**src/rtl/if_fetch_unit.sv**
```systemverilog
// Instruction fetch: one outstanding imem read per accepted PC, 1-entry output buffer, flush squash.
// Latency >=1 cycle request->inst_valid_o; stage_IF_ready_o drops while a read is pending or the buffer is held.
module if_fetch_unit #(
  parameter int XLEN           = 32,
  parameter int TIMEOUT_CYCLES = 16
) (
  input  logic            clk_i,
  input  logic            reset_i,
  input  logic            enable_i,
  input  logic [XLEN-1:0] pc_i,
  input  logic            pc_valid_i,
  input  logic            flush_i,
  output logic            stage_IF_ready_o,
  output logic            imem_req_o,
  output logic [XLEN-1:0] imem_addr_o,
  input  logic            imem_rvalid_i,
  input  logic [XLEN-1:0] imem_rdata_i,
  output logic [XLEN-1:0] inst_o,
  output logic [XLEN-1:0] inst_pc_o,
  output logic            inst_valid_o,
  input  logic            id_ready_i,
  output logic            fetch_err_o,
  output logic [31:0]     fetch_count_o
);

  // One spare count value so a flush on the last WAIT cycle can still expire in DRAIN.
  localparam int              CW       = $clog2(TIMEOUT_CYCLES + 1);
  localparam logic [CW-1:0]   LP_TLAST = CW'(TIMEOUT_CYCLES - 1);

  typedef enum logic [1:0] {
    S_IDLE,
    S_WAIT,
    S_DRAIN
  } state_t;

  state_t          r_state;
  logic [CW-1:0]   r_cnt;
  logic [XLEN-1:0] r_req_pc;
  logic [XLEN-1:0] r_inst;
  logic [XLEN-1:0] r_inst_pc;
  logic            r_inst_valid;
  logic            r_err;
  logic [31:0]     r_fetch_count;

  logic w_out_free;
  logic w_issue;
  logic w_load;
  logic w_accept;
  logic w_expired;

  assign w_out_free = ~r_inst_valid | id_ready_i;
  // Reset suppresses the request so memory never sees a read that the FSM will forget.
  assign w_issue    = ~reset_i & (r_state == S_IDLE) & enable_i & pc_valid_i
                    & ~flush_i & w_out_free;
  assign w_load     = (r_state == S_WAIT) & imem_rvalid_i & ~flush_i;
  assign w_accept   = r_inst_valid & id_ready_i & ~flush_i;
  assign w_expired  = (r_cnt >= LP_TLAST);

  assign stage_IF_ready_o = w_issue;
  assign imem_req_o       = w_issue;
  assign imem_addr_o      = w_issue ? pc_i : '0;
  assign inst_o           = r_inst;
  assign inst_pc_o        = r_inst_pc;
  assign inst_valid_o     = r_inst_valid;
  assign fetch_err_o      = r_err;
  assign fetch_count_o    = r_fetch_count;

  always_ff @(posedge clk_i) begin
    if (reset_i) begin
      r_state  <= S_IDLE;
      r_cnt    <= '0;
      r_req_pc <= '0;
      r_err    <= 1'b0;
    end else begin
      case (r_state)
        S_IDLE: begin
          if (w_issue) begin
            r_req_pc <= pc_i;
            r_cnt    <= '0;
            r_state  <= S_WAIT;
          end
        end
        S_WAIT: begin
          r_cnt <= r_cnt + 1'b1;
          if (imem_rvalid_i) begin
            r_state <= S_IDLE;
          end else if (flush_i) begin
            r_state <= S_DRAIN;
          end else if (w_expired) begin
            r_err   <= 1'b1;
            r_state <= S_IDLE;
          end
        end
        S_DRAIN: begin
          // Stale response is still owed by memory; swallow it or give up on timeout.
          r_cnt <= r_cnt + 1'b1;
          if (imem_rvalid_i) begin
            r_state <= S_IDLE;
          end else if (w_expired) begin
            r_err   <= 1'b1;
            r_state <= S_IDLE;
          end
        end
        default: r_state <= S_IDLE;
      endcase
    end
  end

  // Output buffer: flush beats load, load beats consume.
  always_ff @(posedge clk_i) begin
    if (reset_i) begin
      r_inst        <= '0;
      r_inst_pc     <= '0;
      r_inst_valid  <= 1'b0;
      r_fetch_count <= '0;
    end else begin
      if (flush_i) begin
        r_inst_valid <= 1'b0;
      end else if (w_load) begin
        r_inst       <= imem_rdata_i;
        r_inst_pc    <= r_req_pc;
        r_inst_valid <= 1'b1;
      end else if (r_inst_valid & id_ready_i) begin
        r_inst_valid <= 1'b0;
      end
      if (w_accept) begin
        r_fetch_count <= r_fetch_count + 32'd1;
      end
    end
  end

endmodule

```
**config.mk**
```make
export PLATFORM = sky130hd
export DESIGN_NAME = if_fetch_unit
export DESIGN_NICKNAME = d
export VERILOG_FILES = /design/src/rtl/if_fetch_unit.sv
export SDC_FILE = /design/constraint.sdc
export NUM_CORES = 1
export LEC_CHECK = 0
export CORE_MARGIN = 3
export CORE_UTILIZATION = 48
export DETAILED_ROUTE_END_ITERATION = 6
export GPL_ROUTABILITY_DRIVEN = 1
export PLACE_DENSITY = 0.85
export SLEW_MARGIN = 30
export SYNTH_ARGS = -nofsm -noshare
export SYNTH_HDL_FRONTEND = slang
export SYNTH_SLANG_ARGS = --single-unit
```
**constraint.sdc**
```tcl
create_clock -name clk_i -period 4.6 [get_ports clk_i]
set_input_delay 1.38 -clock clk_i [delete_from_list [all_inputs] [get_ports clk_i]]
set_output_delay 1.38 -clock clk_i [all_outputs]
set_load 0.01 [all_outputs]
```
==> metrics.cfg, run 1 <==
[status]
run_status = completed

[critical_path]
crit_buf_inv = 5
path_class = in2out
setup.worst_path.end_class = output port
timing.critical_path.max_delay_family = buffers and inverters
path_common_cell = sky130_fd_sc_hd__clkdlybuf4s50_1
critical_path.cell_chain = clkdlybuf4s50_1, and4bb_2, nand3_2, inv_4, clkbuf_16, buf_12, clkdlybuf4s50_1
crit_path_max_incr_delay_ns = 0.52
cp.required_ns = 3.22
worstPathMaxFanout = 8
critical_path_arrival_ns = 3.21
setup_slack_reg_to_reg_ns = 2.34
timing.critical_path.from_type = input port
worst_path_max_delay_cell = sky130_fd_sc_hd__clkdlybuf4s50_1

[global_routing]
layer_with_the_highest_usage_after_global_routing = met2
grt_antenna_before_repair = 0
grt-ovfl-total = 0
grt_use_met3 = 0.0769
vias_in_the_first_global_route = 5558
grtUsageTotal = 0.247
globalRouteMet1Util = 0.281
groute.layer.met2.usage = 0.427
grt_first_pass_wirelength_mm = 25.8
grt_max_degree = 82

[job]
max_cap_viol_count = 0

[die]
die_x_um = 114
fp-row-count = 38
floorplan.initialDensity = 0.503
floorplan.die.height_um = 114
boundaryPins = 203
die_area_um2 = 12900
core_area_um2 = 11100

[timing]
max-slew-margin-rel = 0.408
worst_hold_slack_ns = 0.448
worst_pin_slew_ns = 0.886
clock_skew_ns = 0.0122
hold_violations = 0
layout_setup_ws_ns = 0.00823
setup_viol = 0
final.period_utilization = 0.998
totalNegativeSetupSlack_ns = 0
drv_slew = 0
achievable_freq_mhz = 218
post-route-min-period_ns = 4.59

[min_path]
worst_hold_path_type = reg2reg

[yosys]
yosys_warnings = 0
synthArstFlopShare = 0
synth_top_family_by_area = simple AND/OR/NAND/NOR gates
synth.distinct_cells = 51
postSynthNetCount = 778
yosys.area_share.simple = 0.253
synth_top_flop_cell = sky130_fd_sc_hd__dfxtp_1
synth-edff-count = 0
synth_compound_gate_area_share = 0.138
yosys_register_bits = 137
post_synth.cell_area_avg_um2 = 7.96
synthesis.area_um2 = 5580
synth_mux_area_frac = 0.0180
seq_area_frac_synth = 0.492
synth_fa_ha_area_frac = 0.0157
synth_xor_area_frac = 0.0141
post_synthesis_instance_total = 700

[power_and_ir_drop]
fin_total_pwr_mw = 2.71
ir_drop_uv = 192
power-per-cell-area_nw_per_um2 = 316
p_leak_nw = 3.70

[placed_design]
detailed_place_hpwl_mm = 11.2
buffer_ports.inserted = 202
pre_cts_ws_ns = -0.0509
gpl.final_weighted_congestion = 0.800

[clocking]
cts_num_sinks = 137
clockBufferDepth = 2
worst_setup_hold_path_clk_slew_ns = 0.05
htreeDepth = 4
cts_tree = built
cts.root.buffer_cell = sky130_fd_sc_hd__clkbuf_16
worstSkewPairLatency_ns = 0.41
tritoncts.num_buffers = 17

[layout]
drive_gt1_frac = 0.103
num_antenna_cells = 0
area_growth_pct = 54.2
num-nets-final = 997

[routing]
vias = 5756
first_pass_iters = 5
route.detailed.vias_per_inst = 5.38
drc_errors = 0
wl_mm = 17.3
wl_per_cell_um = 16.1
antenna_left = 0
drtIter0Drc = 377

[where the power goes]
part / internal [mW] / switching, mW
Combinational: 0.0849 / 0.0638
Sequential: 1.20 / 0.00500
Clock: 0.858 / 0.507
Total: 2.14 / 0.576
[Yosys cell counts (3+ instances only)]
cell | number | area share
sky130_fd_sc_hd__nand4_1 | 6 | 0.0067
sky130_fd_sc_hd__and3_1 | 3 | 0.0034
sky130_fd_sc_hd__and4_1 | 4 | 0.0063
sky130_fd_sc_hd__nor4_1 | 8 | 0.0090
sky130_fd_sc_hd__or3_1 | 4 | 0.0045
sky130_fd_sc_hd__ha_1 | 7 | 0.016
sky130_fd_sc_hd__clkbuf_8 | 3 | 0.0074
sky130_fd_sc_hd__or4_1 | 10 | 0.013
sky130_fd_sc_hd__buf_1 | 8 | 0.0054
sky130_fd_sc_hd__buf_6 | 3 | 0.0061
sky130_fd_sc_hd__a21oi_1 | 114 | 0.10
sky130_fd_sc_hd__nor2_1 | 24 | 0.016
sky130_fd_sc_hd__nor3_1 | 4 | 0.0036
sky130_fd_sc_hd__inv_1 | 41 | 0.028
sky130_fd_sc_hd__dfxtp_1 | 137 | 0.49
sky130_fd_sc_hd__nand3_1 | 13 | 0.012
sky130_fd_sc_hd__xor2_1 | 6 | 0.0094
sky130_fd_sc_hd__clkbuf_1 | 28 | 0.019
sky130_fd_sc_hd__nor2b_1 | 11 | 0.012
sky130_fd_sc_hd__o31ai_1 | 12 | 0.016
sky130_fd_sc_hd__mux2_2 | 8 | 0.016
sky130_fd_sc_hd__nand2_1 | 206 | 0.14
sky130_fd_sc_hd__o21ai_0 | 3 | 0.0027
sky130_fd_sc_hd__xnor2_1 | 3 | 0.0047
[cell usage in the layout (no fill, tap or decap), types with 10 or more instances in the layout]
cell	count
sky130_fd_sc_hd__a21oi_1	114
sky130_fd_sc_hd__dfxtp_1	137
sky130_fd_sc_hd__nor2b_1	11
sky130_fd_sc_hd__nor2_1	24
sky130_fd_sc_hd__nand3_1	12
sky130_fd_sc_hd__dlymetal6s2s_1	25
sky130_fd_sc_hd__buf_4	39
sky130_fd_sc_hd__inv_1	41
sky130_fd_sc_hd__or4_1	10
sky130_fd_sc_hd__clkbuf_16	19
sky130_fd_sc_hd__nand2_1	205
sky130_fd_sc_hd__o31ai_1	12
sky130_fd_sc_hd__clkdlybuf4s50_1	169
[through the flow]
stage / cells / cell area (µm²) / utilization
after global placement: 1034 / 7850 / 0.708
after global routing: 1070 / 8590 / 0.776
after floorplan: 700 / 5580 / -
final: 1070 / 8590 / 0.776
after detailed placement: 1034 / 7850 / 0.708
after CTS: 1065 / 8440 / 0.762
[state kept, by name, indices dropped and copies added (netlist names)]
signal / cells
r_cnt: 5
inst_o: 32
fetch_count_o: 32
r_state: 2
fetch_err_o: 1
r_req_pc: 32
inst_valid_o: 1
inst_pc_o: 32
[what timing repair did]
action / 4_1_cts / 5_1_grt
hold buffers: 0 / 0
gates resized for setup: 7 / 28
setup endpoints to repair: 32 / 25
buffers inserted: 1 / 3
cloned: 0 / 2
pin swaps: 1 / 1
[worst reg2reg max path: stages, from the launching register on]
cell and delay, ns:
sky130_fd_sc_hd__dfxtp_1 0.43, sky130_fd_sc_hd__and4_4 0.29, sky130_fd_sc_hd__nand2_1 0.51, sky130_fd_sc_hd__or4_2 0.80
sky130_fd_sc_hd__a21oi_1 0.15
[final timing paths]
check	start	end	cells past startpoint
worst max-delay path	flush_i	stage_IF_ready_o	7
worst min-delay path	r_req_pc[17]	inst_pc_o[17]	2
worst max register to register	fetch_count_o[4]	fetch_count_o[13]	4
worst min register to register	r_req_pc[17]	inst_pc_o[17]	2
[cell type report]
| class | count | area (µm²) |
|---|---|---|
| flip-flops and latches | 137 | 2740 |
| fillers | 734 | 2480 |
| repair buffers | 245 | 2470 |
| multi-input cells | 476 | 2460 |
| clock buffers | 18 | 439 |
| well taps | 140 | 175 |
| inverters | 42 | 160 |
| clock inverters | 12 | 153 |
[routing by layer]
| layer | wire (µm) | share of wire | up-vias |
|---|---|---|---|
| li1 | - | - | 2766 |
| met1 | 6500 | 0.38 | 2706 |
| met4 | 525 | 0.030 | 0 |
| met5 | 0 | 0 | - |
| met3 | 1380 | 0.080 | 45 |
| met2 | 8870 | 0.51 | 239 |
[kinds of logic after synthesis]
kind of cell	count (synthesis)
compound gates	140
xor+xnor	9
fa+ha+maj	7
buf+inv	87
flops	137
mux	9
simple gates	311
No activity file was read; power rests on OpenSTA's default activity.
==> run 2: changes to the inputs <==
--- a/config.mk
+++ b/config.mk
@@ -9,6 +9,6 @@
 export CORE_UTILIZATION = 48
 export DETAILED_ROUTE_END_ITERATION = 6
-export GPL_ROUTABILITY_DRIVEN = 1
-export PLACE_DENSITY = 0.85
+export GPL_ROUTABILITY_DRIVEN = 0
+export PLACE_DENSITY = 0.82
 export SLEW_MARGIN = 30
 export SYNTH_ARGS = -nofsm -noshare
==> constraint.sdc (replaced) <==
create_clock -name clk_i -period 4.6 [get_ports clk_i]
set_input_delay 0.92 -clock clk_i [delete_from_list [all_inputs] [get_ports clk_i]]
set_output_delay 0.92 -clock clk_i [all_outputs]
set_load 0.01 [all_outputs]
==> run 2 against run 1 <==
  * Sequential share of layout area is 1.5 points higher
  * Maximum frequency rose by 14%
  * Core utilization down 3.4 points
  * Sequential power hardly changed
  * Design area down 4.4%
  * Wire length down 11%
  * Worst hold slack better by 0.0060 ns
==> metrics.cfg, run 2 (synthesis gave the netlist of run 1 again) <==
[status]
run_status = completed

[power_and_ir_drop]
share_comb_of_total_power = 0.049
p_seq_frac = 0.440
p_leak_nw = 3.05
fraction_of_power_consumed_by_the_clock_network = 0.511
power-per-cell-area_nw_per_um2 = 332
fin_total_pwr_mw = 2.73
switching_share = 0.218
internal_power_mw = 2.14
p_switching_mw = 0.595
ir_drop_uv = 212

[critical_path]
worstPathMaxFanout = 35
path_class = in2out
crit_start = flush_i
setup.worst_path.end_class = output port
setup_slack_reg_to_reg_ns = 2.20
regToRegEndpoint = inst_pc_o[11]
worst_r2r_path_cells = 7
worst_r2r_startpoint = r_state[1]
cp.required_ns = 3.68
timing.critical_path.from_type = input port
critical_path_arrival_ns = 3.12

[timing]
max-slew-margin-rel = 0.370
setup_viol = 0
rsz0062_at_grt = false
worst_pin_slew_ns = 0.945
achievable_freq_mhz = 248
clock_skew_ns = 0.00963
post-route-min-period_ns = 4.04
drv_slew = 0
final.period_utilization = 0.878
totalNegativeSetupSlack_ns = 0
hold_violations = 0

[routing]
route.detailed.vias_per_inst = 5.25
first_pass_iters = 5
wl_mm = 15.4
antenna_left = 0
drc_errors = 0
drtIter0Drc = 330
wl_per_cell_um = 14.9
vias = 5439

[global_routing]
grt-ovfl-total = 0
grt_antenna_before_repair = 0
grt_first_pass_wirelength_mm = 24.7
vias_in_the_first_global_route = 5274
grt_max_degree = 96
grtUsageTotal = 0.234

[clocking]
tritoncts.num_buffers = 17
clockBufferDepth = 2
cts_num_sinks = 137
cts_tree = built
postCtsSetupBuffers = 0
post_cts_resized = 0
worst_setup_hold_path_clk_slew_ns = 0.06
cts_hold_repair.buffers = 0
cts.root.buffer_cell = sky130_fd_sc_hd__clkbuf_16
worstSkewPairLatency_ns = 0.41
htreeDepth = 4

[layout]
final-seq-area_um2 = 2740
layout.cells.most_common = sky130_fd_sc_hd__nand2_1
area_growth_pct = 47.4
num_antenna_cells = 0
fillers = 825
most-common-layout-cells = 205 x sky130_fd_sc_hd__nand2_1, 201 x sky130_fd_sc_hd__clkdlybuf4s50_1, 137 x sky130_fd_sc_hd__dfxtp_1
multi_input_comb_area_um2 = 2460
final_area_um2 = 8220
num-nets-final = 961
drive_gt1_frac = 0.0670

[die]
core_area_um2 = 11100
fp-row-count = 38
die_area_um2 = 12900
die_x_um = 114
boundaryPins = 203
floorplan.initialDensity = 0.503
floorplan.die.height_um = 114

[placed_design]
buffer_ports.inserted = 202
detailed_place_hpwl_mm = 10.8
dpl-instance-area_um2 = 7600

[min_path]
worst_hold_path_type = reg2reg
worst_hold_path.num_cells = 2
whs_endpoint = inst_o[6]
worst_hold_startpoint = inst_o[6]

[job]
max_cap_viol_count = 0

run 2: power by group through the flow:
stage / combinational, mW / clock [mW] / sequential, mW
final: 0.135 / 1.39 / 1.20
after global routing: 0.145 / 1.47 / 1.20
after CTS: 0.135 / 1.42 / 1.20
after detailed placement: 0.134 / 0 / 1.23
after global placement: 0.132 / 0 / 1.23
after floorplan: 0.0486 / 0 / 1.23
run 2: worst max path at each step:
stage                     depth (start not counted)              end  slack, ns
after floorplan                                   6  imem_addr_o[10]       1.67
after global placement                            8   imem_addr_o[1]       0.61
after detailed placement                          8   imem_addr_o[1]       0.58
after CTS                                         8   imem_addr_o[1]       0.56
after global routing                              8   imem_addr_o[7]       0.40
final                                             8   imem_addr_o[1]       0.56
run 2: final cells by class:
class,count,area share
inverter,42,0.0192
timing repair buffer,209,0.252
clock buffer,17,0.0518
sequential,137,0.334
multi-input combinational,476,0.299
tap,140,0.0213
clock inverter,15,0.0231
run 2: through the flow:
stage	setup WS (ns)	util	hold WS (ns)	instances
after detailed placement	0.578	0.686	0.445	1004
after floorplan	1.67	-	0.429	700
final	0.561	0.742	0.454	1036
after global placement	0.614	0.686	0.436	1004
after global routing	0.402	0.742	0.466	1036
after CTS	0.565	0.741	0.454	1036
run 2: layer usage:
metal | vias to the layer above | track usage | share of wire
met4 | 0 | 0.0934 | 0.021
met3 | 23 | 0.0828 | 0.088
met1 | 2520 | 0.269 | 0.40
met2 | 190 | 0.400 | 0.49
li1 | 2706 | - | -
met5 | - | 0 | 0
run 2: critical path: stages:
cell,delay (ns)
sky130_fd_sc_hd__clkdlybuf4s50_1,0.50
sky130_fd_sc_hd__and4bb_2,0.40
sky130_fd_sc_hd__nand3_1,0.12
sky130_fd_sc_hd__clkinv_1,0.06
sky130_fd_sc_hd__buf_4,0.30
sky130_fd_sc_hd__nand2_1,0.19
sky130_fd_sc_hd__inv_1,0.08
sky130_fd_sc_hd__clkdlybuf4s50_1,0.53
==> run 3: changes to the inputs <==
Settings changed: CORE_MARGIN 3 to default, CTS_CLUSTER_DIAMETER from default to 60.
==> run 3 against run 2 <==
  * Total power up 1.3%
  * Largest cell class unchanged
  * Maximum frequency rose by 0.47%
  * Clock skew up 0.00099 ns
  * Worst setup slack improved by 0.019 ns
  * Wire length down 1.2%
  * Critical path type unchanged
  * Largest power group unchanged
==> metrics.cfg, run 3 (synthesis gave the netlist of run 1 again) <==
[clocking]
cts_tree = built
postCtsSetupBuffers = 0
worstSkewPairLatency_ns = 0.41
tritoncts.num_buffers = 17
cts.root.buffer_cell = sky130_fd_sc_hd__clkbuf_16
cts_hold_repair.buffers = 0
htreeDepth = 4
cts_num_sinks = 137
clockBufferDepth = 2
post_cts_resized = 0
worst_setup_hold_path_clk_slew_ns = 0.05

[power_and_ir_drop]
power-per-cell-area_nw_per_um2 = 336
fin_total_pwr_mw = 2.76
ir_drop_uv = 201
p_leak_nw = 3.05

[critical_path]
worst_r2r_path_cells = 7
setup.worst_path.end_class = output port
cp.required_ns = 3.68
path_class = in2out
worstPathMaxFanout = 35
critical_path_arrival_ns = 3.10
timing.critical_path.from_type = input port

[die]
floorplan.die.height_um = 110
fp-row-count = 38
floorplan.initialDensity = 0.503
die_x_um = 110
die_area_um2 = 12100
boundaryPins = 203
core_area_um2 = 11100

[timing]
worst_hold_slack_ns = 0.450
post-route-min-period_ns = 4.02
drv_slew = 0
hold_violations = 0
achievable_freq_mhz = 249
max-slew-margin-rel = 0.417
worst_pin_slew_ns = 0.872
setup_viol = 0
final.period_utilization = 0.874
rsz0062_at_grt = false
totalNegativeSetupSlack_ns = 0
clock_skew_ns = 0.0106

[layout]
layout.cells.most_common = sky130_fd_sc_hd__nand2_1
num-nets-final = 959
area_growth_pct = 47.4
num_antenna_cells = 0
most-common-layout-cells = 205 x sky130_fd_sc_hd__nand2_1, 201 x sky130_fd_sc_hd__clkdlybuf4s50_1, 137 x sky130_fd_sc_hd__dfxtp_1
drive_gt1_frac = 0.0615
layout.cells.non_filler = 1034
fin_util = 0.742

[routing]
drtIter0Drc = 345
wl_mm = 15.2
first_pass_iters = 4
wl_per_cell_um = 14.7
antenna_left = 0
drc_errors = 0
route.detailed.vias_per_inst = 5.19
vias = 5370

[global_routing]
grtUsageTotal = 0.258
grt-ovfl-total = 0
grt_max_degree = 114
grt_first_pass_wirelength_mm = 24.1
vias_in_the_first_global_route = 5143
grt_antenna_before_repair = 0

[job]
max_cap_viol_count = 0

[min_path]
worst_hold_path.num_cells = 2
worst_hold_path_type = reg2reg

[placed_design]
placed_cells = 1002
buffer_ports.inserted = 202
detailed_place_hpwl_mm = 10.2

[status]
run_status = completed

==> run 3: layer usage <==
metal	track usage	vias to the layer above	share of wire
met4	0.119	0	0.025
met5	0	-	0
met3	0.0871	28	0.086
li1	-	2687	-
met2	0.423	210	0.48
met1	0.305	2445	0.41
==> run 3: final timing paths <==
check | startpoint | end | slack, ns
setup reg to reg | r_state[1] | inst_pc_o[7] | 2.22
hold / removal | inst_o[24] | inst_o[24] | 0.45
setup / recovery | flush_i | imem_addr_o[11] | 0.58
hold reg to reg | inst_o[24] | inst_o[24] | 0.45
==> run 3: power breakdown <==
part / switching (mW) / total, mW / internal, mW
clock network: 0.490 / 1.43 / 0.939
logic: 0.0580 / 0.134 / 0.0763
registers: 0.00502 / 1.20 / 1.20
==> run 3: layout make-up <==
type | instances | area [µm²]
Sequential cell | 137 | 2740
Inverter | 42 | 158
Clock buffer | 22 | 464
Multi-Input combinational cell | 476 | 2450
Fill cell | 816 | 2860
Timing Repair Buffer | 207 | 2060
Tap cell | 140 | 175
Clock inverter | 10 | 166
==> run 3: critical path, stage by stage <==
cell	delay, ns
sky130_fd_sc_hd__clkdlybuf4s50_1	0.49
sky130_fd_sc_hd__and4bb_2	0.40
sky130_fd_sc_hd__nand3_1	0.12
sky130_fd_sc_hd__clkinv_1	0.06
sky130_fd_sc_hd__buf_4	0.31
sky130_fd_sc_hd__nand2_1	0.15
sky130_fd_sc_hd__inv_1	0.08
sky130_fd_sc_hd__clkdlybuf4s50_1	0.55
==> run 3: metrics by stage <==
stage | cell area (µm²) | setup slack, ns
2_1_floorplan | 5580 | 1.67
3_3_place_gp | 7580 | 0.651
3_5_place_dp | 7590 | 0.603
4_1_cts | 8220 | 0.597
5_1_grt | 8220 | 0.421
6_report | 8220 | 0.580
